==> src/rtl/handshake_fifo_buffer.sv <==
// Elastic DEPTH-slot FIFO buffer between valid/ready handshake stages.
// Optional zero-latency fast path when empty: define HANDSHAKE_FIFO_BYPASS_EN.
module handshake_fifo_buffer #(
    parameter int DATA_WIDTH = 32,
    parameter int DEPTH      = 4
) (
    input  logic                  clk,
    input  logic                  rst,
    input  logic [DATA_WIDTH-1:0] ins,
    input  logic                  ins_valid,
    output logic                  ins_ready,
    output logic [DATA_WIDTH-1:0] outs,
    output logic                  outs_valid,
    input  logic                  outs_ready
);

    localparam int PTR_W = $clog2(DEPTH);
    localparam int CNT_W = $clog2(DEPTH + 1);
    localparam logic [PTR_W-1:0] LAST = PTR_W'(DEPTH - 1);
    localparam logic [CNT_W-1:0] FULL = CNT_W'(DEPTH);

    logic [DATA_WIDTH-1:0] mem_q [DEPTH];
    logic [PTR_W-1:0]      wr_ptr_q, wr_ptr_d;
    logic [PTR_W-1:0]      rd_ptr_q, rd_ptr_d;
    logic [CNT_W-1:0]      count_q, count_d;

    logic empty;
    logic full;
    logic bypass;
    logic push;
    logic pop;

    assign empty     = (count_q == '0);
    assign full      = (count_q == FULL);
    assign ins_ready = ~full;

`ifdef HANDSHAKE_FIFO_BYPASS_EN
    // Empty buffer with both sides willing: hand the token straight through.
    assign bypass     = empty & ins_valid & outs_ready;
    assign outs_valid = ~empty | ins_valid;
    assign outs       = empty ? ins : mem_q[rd_ptr_q];
`else
    assign bypass     = 1'b0;
    assign outs_valid = ~empty;
    assign outs       = mem_q[rd_ptr_q];
`endif

    assign push = ins_valid & ins_ready & ~bypass;
    assign pop  = outs_valid & outs_ready & ~empty;

    // Explicit wrap keeps non-power-of-two depths in range.
    always_comb begin
        wr_ptr_d = wr_ptr_q;
        rd_ptr_d = rd_ptr_q;
        count_d  = count_q;
        if (push) begin
            wr_ptr_d = (wr_ptr_q == LAST) ? '0 : wr_ptr_q + PTR_W'(1);
        end
        if (pop) begin
            rd_ptr_d = (rd_ptr_q == LAST) ? '0 : rd_ptr_q + PTR_W'(1);
        end
        unique case ({push, pop})
            2'b10:   count_d = count_q + CNT_W'(1);
            2'b01:   count_d = count_q - CNT_W'(1);
            default: count_d = count_q;
        endcase
    end

    always_ff @(posedge clk or negedge rst) begin
        if (!rst) begin
            wr_ptr_q <= '0;
            rd_ptr_q <= '0;
            count_q  <= '0;
        end else begin
            wr_ptr_q <= wr_ptr_d;
            rd_ptr_q <= rd_ptr_d;
            count_q  <= count_d;
        end
    end

    always_ff @(posedge clk or negedge rst) begin
        if (!rst) begin
            for (int i = 0; i < DEPTH; i++) begin
                mem_q[i] <= '0;
            end
        end else if (push) begin
            mem_q[wr_ptr_q] <= ins;
        end
    end

    a_count_bound: assert property (
        @(posedge clk) disable iff (!rst) count_q <= FULL
    );
    a_no_push_full: assert property (
        @(posedge clk) disable iff (!rst) !(push && full)
    );
    a_no_pop_empty: assert property (
        @(posedge clk) disable iff (!rst) !(pop && empty)
    );

endmodule

==> config.mk <==
export PLATFORM = sky130hd
export DESIGN_NAME = handshake_fifo_buffer
export DESIGN_NICKNAME = d
export VERILOG_FILES = /design/src/rtl/handshake_fifo_buffer.sv
export SDC_FILE = /design/constraint.sdc
export NUM_CORES = 1
export LEC_CHECK = 0
export BUFFER_PORTS_ARGS = -buffer_cell sky130_fd_sc_hd__buf_2
export CAP_MARGIN = 20
export CELL_PAD_IN_SITES_DETAIL_PLACEMENT = 0
export CELL_PAD_IN_SITES_GLOBAL_PLACEMENT = 1
export CORE_MARGIN = 2
export CORE_UTILIZATION = 50
export CTS_CLUSTER_SIZE = 24
export DETAILED_ROUTE_END_ITERATION = 10
export PLACE_DENSITY = 0.78
export REMOVE_ABC_BUFFERS = 1
export SLEW_MARGIN = 25
export SYNTH_ARGS = -nofsm -noshare
export SYNTH_HDL_FRONTEND = slang
export SYNTH_SLANG_ARGS = --single-unit
==> constraint.sdc <==
create_clock -name clk -period 2.5 [get_ports clk]
set_input_delay 0.125 -clock clk [delete_from_list [all_inputs] [get_ports clk]]
set_output_delay 0.125 -clock clk [all_outputs]
set_load 0.02 [all_outputs]
# Yosys cells after proc, flatten, opt, wreduce, memory -nomap -nowiden
# Index checks and enable logic that the tools add are counted.
dict set report word_totals {
  regBits 135
  wordCells 38
}
dict set report op_classes {
  eq_ne 5
  n_lt_le_gt_ge 3
  muxes 9
  n_reduce_logical 3
  addsub 4
  bitwise 7
}
# operator n
set ops {}
lappend ops {{$bwmux W128} 1}
lappend ops {{$mux W32} 3}
lappend ops {{$bmux W32 S2} 1}
lappend ops {{$demux W32 S2} 1}
lappend ops {{$eq A2 B2 Y1 const B} 3}
lappend ops {{$ge A3 B3 Y1 const B} 2}
lappend ops {{$not A2 Y3} 2}
lappend ops {{$pmux W3 S2} 1}
lappend ops {{$add A2 B1 Y2 const B} 2}
lappend ops {{$mux W2} 2}
lappend ops {{$add A3 B1 Y3 const B} 1}
lappend ops {{$and A1 B1 Y1} 3}
lappend ops {{$eq A3 B3 Y1 const B} 1}
lappend ops {{$logic_not A3 Y1} 1}
lappend ops {{$lt A3 B1 Y1 const B} 1}
lappend ops {{$sub A3 B1 Y3 const B} 1}
lappend ops {{$eq A2 B1 Y1 const B} 1}
lappend ops {{$not A1 Y1} 2}
lappend ops {{$reduce_bool A2 Y1} 1}
lappend ops {{$logic_and A1 B1 Y1} 1}

# Logic depth before layout (Yosys ltp)
# Gate-level depths: netlist of the first run.
dict set report logic_depth {
  depth_word 6
  mapped_depth 9
  depth_no_buf 9
}

# Least setup slack after synthesis of the first run
# Ideal clock, no wire load.
dict set report synth_timing {
  kind {reg-to-reg}
  from {register count_q[0]}
  to {register count_q[2]}
  path_slack_ns 0.447
  arrival_time_ns 1.974
  setup_ns 0.079
  stages_incl_launch_ff 10
  required_ns 2.421
  path_cell_list {dfrtp_1 -> or3b_1 -> buf_6 -> nand2_1 -> ha_1 -> inv_1 -> fa_1 -> xor2_1 -> nor2_1 -> xor2_1}
}
# item line_no
set synth_rtl {}
lappend synth_rtl {{from (decl)} 25} ;# logic [CNT_W-1:0] count_q, count_d;
lappend synth_rtl {{from (signal assigned)} 77} ;# count_q <= count_d;
lappend synth_rtl {{$eq A3 B3 Y1 (*)} 34} ;# assign full = (count_q == FULL);
lappend synth_rtl {{$not A1 Y1 (*)} 35} ;# assign ins_ready = ~full;
lappend synth_rtl {{via ins_ready} 11} ;# output logic ins_ready,
lappend synth_rtl {{$and A1 B1 Y1 (*)} 48} ;# assign push = ins_valid & ins_ready & ~bypass;
lappend synth_rtl {{$eq A2 B1 Y1 / $eq A2 B2 Y1 (equally long branches)} 62} ;# unique case ({push, pop})
lappend synth_rtl {{$pmux W3 S2 / $reduce_bool A2 Y1 (equally long branches)} -}
# Mark *: on every way through the listed nets, which the timed path passes. The rest lies on a longest branch.
# A chain may end at the register's enable or synchronous reset.

# Final worst setup path of the first run
dict set report layout_timing {
  from {register rd_ptr_q[0]}
  to {output outs[30]}
}
dict set report layout_via {
  elab_chain_cells 4
}
# item line_no
set layout_lines {}
lappend layout_lines {{from (decl)} 24} ;# logic [PTR_W-1:0] rd_ptr_q, rd_ptr_d;
lappend layout_lines {{from (signal assigned)} 76} ;# rd_ptr_q <= rd_ptr_d;
lappend layout_lines {{$not A2 Y3 (implied by the code)} 45} ;# assign outs = mem_q[rd_ptr_q];
lappend layout_lines {{$bmux W32 S2} 45}
lappend layout_lines {{$mux W32 (implied by the code) (2 in series)} 45}
lappend layout_lines {{to (decl)} 12} ;# output logic [DATA_WIDTH-1:0] outs,
# No other way between the ends. The select of a mux whose other input is x is not followed.

==> run summary, run 1 <==
Status: finished clean
Multiplexer share of the synthesized area: 40.4%
YS warnings: 0
Fin crit share: 92.3%
Starting density of the core: 51.7%
Top cell type's share of synthesized area: 51.2%
Net load switching power: 3780 µW
Routed Wire Length: 12,400 µm
Post-route setup TNS: 0 ps
Die Wd: 119 µm
Core footprint: 0.0128 mm²
Number of gates resized after CTS: 0
Slew HR: 50.9%
DIE AREA: 0.0141 mm²
Worst-Margin Slew: 736 ps
Crit path max-delay family: flip-flops
Area growth from synthesis to layout: 17.9%
Cell-internal power: 7930 µW
Initial DRC count: 205
H-Tree Depth: 4
Synth Area in Compound Gates: 0%
CP bufs+invs: 2
Initial DRT Pass Iterations: 4
CP max-delay cell: dfrtp_2
Hold slack final: 101 ps
Post-synthesis simple-gate area fraction: 1.21%
Netlist cell types: 20
Num ports: 70
CTS tree: built
Final Max Tran Viols: 0
Critical Path AT: 2180 ps
Final HPWL from detailed placement: 7380 µm
Worst setup SP type: register
# rows: 41
Hold_buf cts: 33
Final core utilization: 60.9%
Clock tree sinks: 135
Worst R2R End: count_q[2]$_DFFE_PN0P_
Largest area contributor in the netlist: dfrtp_1
Vias in the first global route: 3,754
DR vias: 3,367
Clock power share: 19.8%
Syn_area_per_cell: 18.8 µm²
Max cap viols: 0
Largest net degree at the start of global routing: 80
Synth top cells by count: dfrtp_1, mux2_4, mux4_2
CTS root buffer: clkbuf_16
Gate power share: 45.3%
Setup skew after layout: 5.60 ps
Post-CTS Setup Repair Bufs: 0
Final min period: 2310 ps
Gr usage total: 19.4%
Initial antenna violation count: 0
Leakage: 0.00354 µW
Seq pwr share: 34.9%
Maximum VDD drop: 0.000731 V
Drc violations: 0
Synth Area in Adders: 1.44%
Avg Vias per Cell: 5.31
Synth Register Bits: 135
R2R Setup Slk: 330 ps
Fmax: 0.433 GHz
Levels on crit path: 3
Final Hold Viols: 0
PortBufs: 69
Xor/xnor share of the synthesized area: 0.398%
Sw frac: 32.3%
WL/cell: 19.6 µm
# nets final: 495
CTS max path bufs: 2
Worst-Skew Late Latency: 420 ps
Setup WS post-layout: 191 ps
RSZ-0062 raised after global routing: false
Largest family of logic cells by synthesized area: multiplexers
Critical path's largest stage delay: 750 ps
GPL Wtd Cong: 0.800
Reg-to-Reg Start: count_q[0]$_DFFE_PN0P_
Total gr overflow: 0
P per Cell Area: 1510 mW/mm²
CP cell instances: buf_4 -> mux4_2 -> buf_2
Post-synth EDFFs: 0
Async S/R FF share, synth: 100%
Reg2Reg Depth: 8
Layout cells sized above 1: 58.0%
Critical Path Sink: outs[30]
Cells after Synth: 352
Die height: 119 µm
Global-route wire length before repair: 20,700 µm
Top_reg_cell synth: dfrtp_1
Top post-synthesis cells by area: dfrtp_1, mux2_4, mux4_2, buf_12, mux2_2
Final setup vio count: 0
TritonCTS buffer count: 17
Post-place setup slack: 331 ps
Sequential area share after synthesis: 51.2%
Diode count: 0
Final Power: 11,700 µW
Worst Path Max Fanout: 18
Clk slew on worst S/H paths: 50 ps
Critical path class: register to primary output
Top-count cell post-synth: dfrtp_1
Post-Syn Area: 0.00660 mm²
Worst hold path type: input port to register
Critical Path Start: rd_ptr_q[0]$_DFFE_PN0P_
Antenna-violating nets left: 0
CP Capture Type: primary output
WP data required: 2380 ps
[registers in the layout (all words and copies together), names as in the netlist]
register	count
count_q	3
rd_ptr_q	2
wr_ptr_q	2
mem_q	128
[tightest hold or removal path, stage by stage]
cell	delay, ps
buf_2	100
nand2_1	100
mux2_2	160
[metrics by stage]
stage | area [µm²] | std cells
after floorplan | 6270 | 327
after global placement | 6910 | 572
after detailed placement | 6910 | 572
after CTS | 7780 | 634
after global routing | 7780 | 634
final | 7780 | 634
[worst min path at each step]
stage / slack [ps] / cells past startpoint / to / from
2_1_floorplan: -170 / 0 / count_q[0]$_DFFE_PN0P_ / rst
3_3_place_gp: 210 / 1 / mem_q[111]$_DFFE_PN0P_ / rst
3_5_place_dp: 220 / 1 / mem_q[79]$_DFFE_PN0P_ / rst
4_1_cts: 80 / 3 / rd_ptr_q[0]$_DFFE_PN0P_ / outs_ready
5_1_grt: 110 / 3 / rd_ptr_q[1]$_DFFE_PN0P_ / outs_ready
6_report: 100 / 3 / rd_ptr_q[0]$_DFFE_PN0P_ / outs_ready
[power by group through the flow]
stage / Sequential, µW / Combinational (µW) / Clock, µW
finish: 4080 / 5310 / 2320
global route: 4250 / 5650 / 2480
CTS: 4090 / 5380 / 2380
detailed placement: 4090 / 5320 / 0
global placement: 4030 / 5220 / 0
floorplan: 3930 / 4060 / 0
[routing by layer]
layer  global-route usage [%]  share of wire, %  wire length, µm  up-vias
li1                         -                 -                -     1483
met1                     28.0                47             5890     1801
met2                     27.9                47             5840       68
met3                     6.37               4.3              528       15
met4                     6.25               1.2              147        0
met5                        0                 0                0        -
[cell type report]
class	instances	area [µm²]
Fill cell	942	4990
Multi-Input combinational cell	186	2870
Clock buffer	26	499
Inverter	6	22.5
Tap cell	172	215
Sequential cell	135	3380
Timing Repair Buffer	106	749
Clock inverter	3	42.5
[kinds of logic (layout without fill, tap and decap cells)]
logic type / Yosys count / count (layout)
xor gates and xnor gates: 3 / 3
muxes: 165 / 165
DFF: 135 / 135
and+or+nand+nor: 11 / 11
buffers and inverters: 31 / 141
adders and majority gates: 7 / 7
[cells in the final DEF, fill, tap and decap left out]
cell type | netlist | routed
or3_2 | 1 | 1
buf_2 | 3 | 68
clkbuf_8 | 0 | 4
dlygate4sd3_1 | 0 | 33
or3b_1 | 1 | 1
mux2_2 | 12 | 12
fa_1 | 1 | 1
nor2_1 | 3 | 3
bufinv_16 | 0 | 1
and3_4 | 4 | 4
dfrtp_1 | 135 | 133
clkbuf_1 | 4 | 5
mux2_4 | 120 | 120
buf_4 | 0 | 1
clkinvlp_4 | 0 | 1
dfrtp_2 | 0 | 2
buf_6 | 5 | 1
xor2_1 | 2 | 2
nand2_1 | 2 | 2
buf_12 | 12 | 3
xnor2_1 | 1 | 1
ha_1 | 6 | 6
mux4_2 | 32 | 32
inv_1 | 6 | 6
mux2i_1 | 1 | 1
clkbuf_16 | 0 | 17
clkinv_2 | 0 | 1
Note: power is estimated with default switching activity, not from simulation.
==> run 2, diff against run 1 <==
--- a/config.mk
+++ b/config.mk
@@ -14,7 +14,6 @@
 export CTS_CLUSTER_SIZE = 24
 export DETAILED_ROUTE_END_ITERATION = 10
 export PLACE_DENSITY = 0.78
-export REMOVE_ABC_BUFFERS = 1
 export SLEW_MARGIN = 25
 export SYNTH_ARGS = -nofsm -noshare
 export SYNTH_HDL_FRONTEND = slang
==> run summary, run 2 (same netlist as run 1, synthesis figures left out) <==
Vias in the first global route: 3,893 (was 3,754)
Initial DRC count: 161 (was 205)
WL/cell: 19.4 µm (was 19.6 µm)
Clock power share: 21.3% (was 19.8%)
Final core utilization: 61.2% (was 60.9%)
Biggest regs: mem_q x128, count_q x3 (unchanged)
Net load switching power: 3770 µW (was 3780 µW)
DR vias: 3,343 (was 3,367)
Initial DRT Pass Iterations: 4 (unchanged)
Sw frac: 31.8% (was 32.3%)
Worst Path Max Fanout: 21 (was 18)
Placement-stage cell area: 0.00691 mm² (about the same)
Seq pwr share: 34.3% (was 34.9%)
RSZ-0062 raised after global routing: false (unchanged)
Final min period: 2210 ps (was 2310 ps)
Global-route wire length before repair: 21,100 µm (was 20,700 µm)
Largest net degree at the start of global routing: 79 (was 80)
Reg2Reg Depth: 8 (unchanged)
P per Cell Area: 1520 mW/mm² (was 1510 mW/mm²)
Die Wd: 119 µm (unchanged)
CTS max path bufs: 2 (unchanged)
Leakage: 0.00357 µW (was 0.00354 µW)
Final setup vio count: 0 (unchanged)
Drc violations: 0 (unchanged)
Worst setup SP type: register (unchanged)
Worst-Margin Slew: 734 ps (was 736 ps)
Num ports: 70 (unchanged)
Final Max Tran Viols: 0 (unchanged)
Critical path class: register to primary output (unchanged)
Gr usage total: 19.4% (about the same)
GPL Wtd Cong: 0.745 (was 0.800)
Syn_nets: 395
Layout cells sized above 1: 59.4% (was 58.0%)
Clock tree sinks: 135 (unchanged)
Fmax: 0.452 GHz (was 0.433 GHz)
Initial antenna violation count: 0 (unchanged)
Die height: 119 µm (unchanged)
Slew HR: 51.0% (was 50.9%)
Maximum VDD drop: 0.000806 V (was 0.000731 V)
Final Hold Viols: 0 (unchanged)
Placed cells: 574 (was 572)
Worst-Skew Late Latency: 410 ps (was 420 ps)
Routed Wire Length: 12,400 µm (about the same)
Post-route setup TNS: 0 ps (unchanged)
# rows: 41 (unchanged)
Avg Vias per Cell: 5.25 (was 5.31)
Final HPWL from detailed placement: 7130 µm (was 7380 µm)
Worst hold path type: input port to register (unchanged)
Fin cells: 637 (was 634)
Area growth from synthesis to layout: 18.5% (was 17.9%)
CTS root buffer: clkbuf_16 (unchanged)
Hold slack final: 24.8 ps (was 101 ps)
Critical Path AT: 2090 ps (was 2180 ps)
Max reg flops: 128 (unchanged)
Clk slew on worst S/H paths: 60 ps (was 50 ps)
Total gr overflow: 0 (unchanged)
Most frequent cells in the layout: dfrtp_1, mux2_4, buf_2 (unchanged)
Final Cell Area: 0.00782 mm² (was 0.00778 mm²)
H-Tree Depth: 4 (unchanged)
Footprint of the multi-input gates: 0.00287 mm² (unchanged)
Gate power share: 44.4% (was 45.3%)
# nets final: 495 (unchanged)
Starting density of the core: 51.7% (unchanged)
Antenna-violating nets left: 0 (unchanged)
Core footprint: 0.0128 mm² (unchanged)
Diode count: 0 (unchanged)
Layout fillers: 936 (was 942)
Setup skew after layout: 4.24 ps (was 5.60 ps)
Max cap viols: 0 (unchanged)
TritonCTS buffer count: 17 (unchanged)
CTS tree: built (unchanged)
Cell-internal power: 8090 µW (was 7930 µW)
CP Capture Type: primary output (unchanged)
Post-CTS Setup Repair Bufs: 0 (unchanged)
PortBufs: 69 (unchanged)
Status: finished clean (unchanged)
Register with the most flip-flops: mem_q (unchanged)
Fin crit share: 88.4% (was 92.3%)
Commonest non-fill, non-tap cell in the layout: dfrtp_1 (unchanged)
Register area: 0.00338 mm² (unchanged)
Cells on Worst Hold Path: 2 (was 3)
WP data required: 2380 ps (about the same)
DIE AREA: 0.0141 mm² (unchanged)
## run 2: cell types whose count changed in the layout (fill, tap and decap cells not counted)
cell | before | now
clkinv_2 | 1 | 7
buf_4 | 1 | 4
clkbuf_1 | 5 | 2
bufinv_16 | 1 | 3
dlygate4sd3_1 | 33 | 31
buf_12 | 3 | 2
clkbuf_8 | 4 | 3
clkinvlp_4 | 1 | 0
## run 2: timing repair
action                                 CTS  global route
gates resized for setup                  0             0
hold buffers                            31             0
endpoints found under the hold margin  192             0
## run 2: layout make-up
class | instances | area share (%)
timing repair buffer | 106 | 9.36
clock buffer | 22 | 6.06
tap | 172 | 2.75
multi-input combinational | 186 | 36.7
clock inverter | 10 | 1.60
inverter | 6 | 0.288
sequential | 135 | 43.2
## run 2: path summary, 6_finish.rpt
| kind | to | slack (ps) | start |
|---|---|---|---|
| hold / removal | mem_q[71]$_DFFE_PN0P_ | 20 | ins[7] |
| setup / recovery | outs[8] | 290 | rd_ptr_q[0]$_DFFE_PN0P_ |
| max in group asynchronous | mem_q[28]$_DFFE_PN0P_ | 1460 | rst |
| setup reg to reg | count_q[2]$_DFFE_PN0P_ | 350 | count_q[0]$_DFFE_PN0P_ |
| hold reg to reg | count_q[2]$_DFFE_PN0P_ | 490 | count_q[2]$_DFFE_PN0P_ |
| min in group asynchronous | mem_q[107]$_DFFE_PN0P_ | 330 | rst |
## run 2: per-stage QoR
step                      total power [µW]  worst slack [ps]
after detailed placement              9340               354
after global routing                 12600               132
after CTS                            12000               212
after global placement                9220               411
final                                11900               289
after floorplan                       8310               447
## run 2: metal layers
| metal | up-vias | track usage, % | share of wire (%) |
|---|---|---|---|
| li1 | 1491 | - | - |
| met1 | 1787 | 26.9 | 47 |
| met2 | 55 | 30.0 | 49 |
| met3 | 10 | 5.36 | 2.9 |
| met4 | 0 | 6.18 | 0.97 |
| met5 | - | 0 | 0 |
## run 2: critical path, stage by stage (launching register included)
cell	delay [ps]
dfrtp_2	670
buf_12	280
mux4_2	540
buf_2	180
## run 2: power groups by stage
stage / combinational [µW] / sequential [µW] / clock [µW]
4_1_cts: 5340 / 4070 / 2580
6_report: 5270 / 4060 / 2520
5_1_grt: 5630 / 4240 / 2690
3_3_place_gp: 5220 / 4010 / 0
2_1_floorplan: 4570 / 3750 / 0
3_5_place_dp: 5280 / 4060 / 0
==> run 3, diff against run 2 <==
--- a/config.mk
+++ b/config.mk
@@ -5,15 +5,16 @@
 export SDC_FILE = /design/constraint.sdc
 export NUM_CORES = 1
 export LEC_CHECK = 0
+export ABC_AREA = 1
 export BUFFER_PORTS_ARGS = -buffer_cell sky130_fd_sc_hd__buf_2
 export CAP_MARGIN = 20
 export CELL_PAD_IN_SITES_DETAIL_PLACEMENT = 0
 export CELL_PAD_IN_SITES_GLOBAL_PLACEMENT = 1
 export CORE_MARGIN = 2
-export CORE_UTILIZATION = 50
+export CORE_UTILIZATION = 44
 export CTS_CLUSTER_SIZE = 24
 export DETAILED_ROUTE_END_ITERATION = 10
-export PLACE_DENSITY = 0.78
+export PLACE_DENSITY = 0.79
 export SLEW_MARGIN = 25
 export SYNTH_ARGS = -nofsm -noshare
 export SYNTH_HDL_FRONTEND = slang
==> run summary, run 3 <==
Status: finished clean (unchanged)
Top_reg_cell synth: dfrtp_1 (unchanged)
DIE AREA: 0.0166 mm² (was 0.0141 mm²)
Worst-Skew Late Latency: 420 ps (was 410 ps)
Synth top cells by count: nand2_1, dfrtp_1, nand4_1 (was dfrtp_1, mux2_4, mux4_2)
Layout cells sized above 1: 13.1% (was 59.4%)
Core footprint: 0.0152 mm² (was 0.0128 mm²)
# rows: 45 (was 41)
Starting density of the core: 45.2% (was 51.7%)
Initial DRT Pass Iterations: 4 (unchanged)
H-Tree Depth: 4 (unchanged)
Number of gates resized after CTS: 0 (unchanged)
Total gr overflow: 0 (unchanged)
PortBufs: 69 (unchanged)
TritonCTS buffer count: 17 (unchanged)
Critical path class: register to primary output (unchanged)
Critical Path AT: 2100 ps (was 2090 ps)
Max cap viols: 0 (unchanged)
Final min period: 2230 ps (was 2210 ps)
CTS tree: built (unchanged)
# nets final: 964 (was 495)
Area growth from synthesis to layout: 17.7% (was 18.5%)
Post-synth EDFFs: 0 (unchanged)
Max reg flops: 128 (unchanged)
Syn_area_per_cell: 7.92 µm² (was 18.8 µm²)
Worst-Margin Slew: 931 ps (was 734 ps)
Syn_nets: 910 (was 395)
Slew HR: 37.8% (was 51.0%)
R2R Setup Slk: 460 ps (was 350 ps)
Cells after Synth: 867 (was 352)
Hold slack final: 12.2 ps (was 24.8 ps)
Final Hold Viols: 0 (unchanged)
Routed Wire Length: 18,600 µm (was 12,400 µm)
Post-CTS Setup Repair Bufs: 0 (unchanged)
Hold_buf cts: 29 (was 31)
Worst Path Max Fanout: 65 (was 21)
Top cell type's share of synthesized area: 49.2% (was 51.2%)
Avg Vias per Cell: 5.51 (was 5.25)
Sequential area share after synthesis: 49.2% (was 51.2%)
CP cell instances: buf_4 -> a21oi_1 -> o21ai_0 -> nand2_1 -> buf_2 (was buf_12 -> mux4_2 -> buf_2)
Gr usage total: 24.1% (was 19.4%)
Largest net degree at the start of global routing: 89 (was 79)
Reg-to-Reg Start: count_q[1]$_DFFE_PN0P_ (was count_q[0]$_DFFE_PN0P_)
Top-count cell post-synth: nand2_1 (was dfrtp_1)
Crit path max-delay family: flip-flops (unchanged)
Register with the most flip-flops: mem_q (unchanged)
Fin crit share: 89.0% (was 88.4%)
DR vias: 6,174 (was 3,343)
Final setup vio count: 0 (unchanged)
Post-place setup slack: 473 ps (was 354 ps)
Antenna-violating nets left: 0 (unchanged)
YS warnings: 0 (unchanged)
Global-route wire length before repair: 31,100 µm (was 21,100 µm)
Synth Register Bits: 135 (unchanged)
Largest area contributor in the netlist: dfrtp_1 (unchanged)
Final HPWL from detailed placement: 10,400 µm (was 7130 µm)
CP max-delay cell: dfrtp_4 (was dfrtp_2)
RSZ-0062 raised after global routing: false (unchanged)
Async S/R FF share, synth: 100% (unchanged)
CTS max path bufs: 2 (unchanged)
Initial DRC count: 375 (was 161)
Clock tree sinks: 135 (unchanged)
Final Max Tran Viols: 0 (unchanged)
Initial antenna violation count: 0 (unchanged)
Worst R2R End: count_q[2]$_DFFE_PN0P_ (unchanged)
CTS root buffer: clkbuf_16 (unchanged)
Fmax: 0.449 GHz (was 0.452 GHz)
Levels on crit path: 5 (was 3)
Reg2Reg Depth: 10 (was 8)
Most frequent cells in the layout: nand2_1, dfrtp_1, nand4_1 (was dfrtp_1, mux2_4, buf_2)
Biggest regs: mem_q x128, count_q x3 (unchanged)
CP Capture Type: primary output (unchanged)
P per Cell Area: 1400 mW/mm² (was 1520 mW/mm²)
Critical Path Start: rd_ptr_q[0]$_DFFE_PN0P_ (unchanged)
Die height: 129 µm (was 119 µm)
Die Wd: 129 µm (was 119 µm)
Critical path's largest stage delay: 840 ps (was 670 ps)
Post-Syn Area: 0.00687 mm² (was 0.00660 mm²)
Critical Path Sink: outs[12] (was outs[8])
WL/cell: 16.6 µm (was 19.4 µm)
Diode count: 0 (unchanged)
Post-route setup TNS: 0 ps (unchanged)
Maximum VDD drop: 0.000686 V (was 0.000806 V)
Worst hold path type: input port to register (unchanged)
Netlist cell types: 21 (was 20)
Vias in the first global route: 6,086 (was 3,893)
Setup WS post-layout: 274 ps (was 289 ps)
Num ports: 70 (unchanged)
Clk slew on worst S/H paths: 50 ps (was 60 ps)
Setup skew after layout: 5.60 ps (was 4.24 ps)
CP bufs+invs: 2 (unchanged)
Drc violations: 0 (unchanged)
Commonest non-fill, non-tap cell in the layout: nand2_1 (was dfrtp_1)
Top post-synthesis cells by area: dfrtp_1, nand2_1, nand4_1, inv_1, o211ai_1 (was dfrtp_1, mux2_4, mux4_2, buf_12, mux2_2)
WP data required: 2380 ps (about the same)
GPL Wtd Cong: 0.801 (was 0.745)
Leakage: 0.00425 µW (was 0.00357 µW)
Worst setup SP type: register (unchanged)
-- run 3: cell types whose count changed in the layout (fill, tap and decap cells not counted), sizes merged, moves of 9 or more --
cell	delta
inv	+67
buf	+9
o21ai	+35
nand4	+129
mux4	-32
o211ai	+32
a21oi	+32
mux2	-132
nand2	+333
-- run 3: worst min path at each step --
stage | startpoint | endpoint | slack (ps) | cells past startpoint
floorplan | rst | count_q[0]$_DFFE_PN0P_ | -170 | 0
global placement | rst | mem_q[122]$_DFFE_PN0P_ | 240 | 1
detailed placement | rst | mem_q[58]$_DFFE_PN0P_ | 240 | 1
CTS | ins[23] | mem_q[23]$_DFFE_PN0P_ | 0.1 | 3
global route | ins[23] | mem_q[87]$_DFFE_PN0P_ | 7 | 3
finish | ins[23] | mem_q[23]$_DFFE_PN0P_ | 10 | 3
-- run 3: logic make-up after synthesis --
logic type,Yosys count,synth area share (%)
xor+xnor,1,0.128
simple gates,474,31.2
fa+ha+maj,7,1.38
buf+inv,151,9.66
flops,135,49.2
compound gates,99,8.38
-- run 3: layout make-up --
| class | instances | area (µm²) |
|---|---|---|
| tap | 188 | 235 |
| clock buffer | 29 | 541 |
| sequential | 135 | 3380 |
| multi-input combinational | 581 | 2830 |
| inverter | 73 | 274 |
| clock inverter | 2 | 10.0 |
| fill | 1456 | 7120 |
| timing repair buffer | 113 | 807 |
-- run 3: worst min-delay path: cells and delay by family --
kind | cells | cell delay, ps
buf+inv | 1 | 130
simple gates | 2 | 140
-- run 3: where the power goes --
part	total, µW	leakage (µW)	internal, µW	switching, µW
Clock	2340	0.000274	1450	893
Sequential	3970	0.00169	3200	770
Combinational	4990	0.00229	1660	3330
-- run 3: through the flow --
stage / cell area (µm²) / total power (µW) / cells / utilization [%]
5_1_grt: 8080 / 12300 / 1121 / 53.2
6_report: 8080 / 11300 / 1121 / 53.2
3_3_place_gp: 7240 / 8820 / 1061 / 47.6
4_1_cts: 8080 / 11400 / 1121 / 53.2
2_1_floorplan: 6870 / 7420 / 867 / -
3_5_place_dp: 7240 / 8990 / 1061 / 47.6
-- run 3: metal layers --
| metal | GRT usage [%] | wire length [µm] | part of all wire [%] |
|---|---|---|---|
| met1 | 31.4 | 8410 | 45 |
| met2 | 40.1 | 9130 | 49 |
| met3 | 4.95 | 824 | 4.4 |
| met4 | 8.76 | 280 | 1.5 |
| met5 | 0 | 0 | 0 |
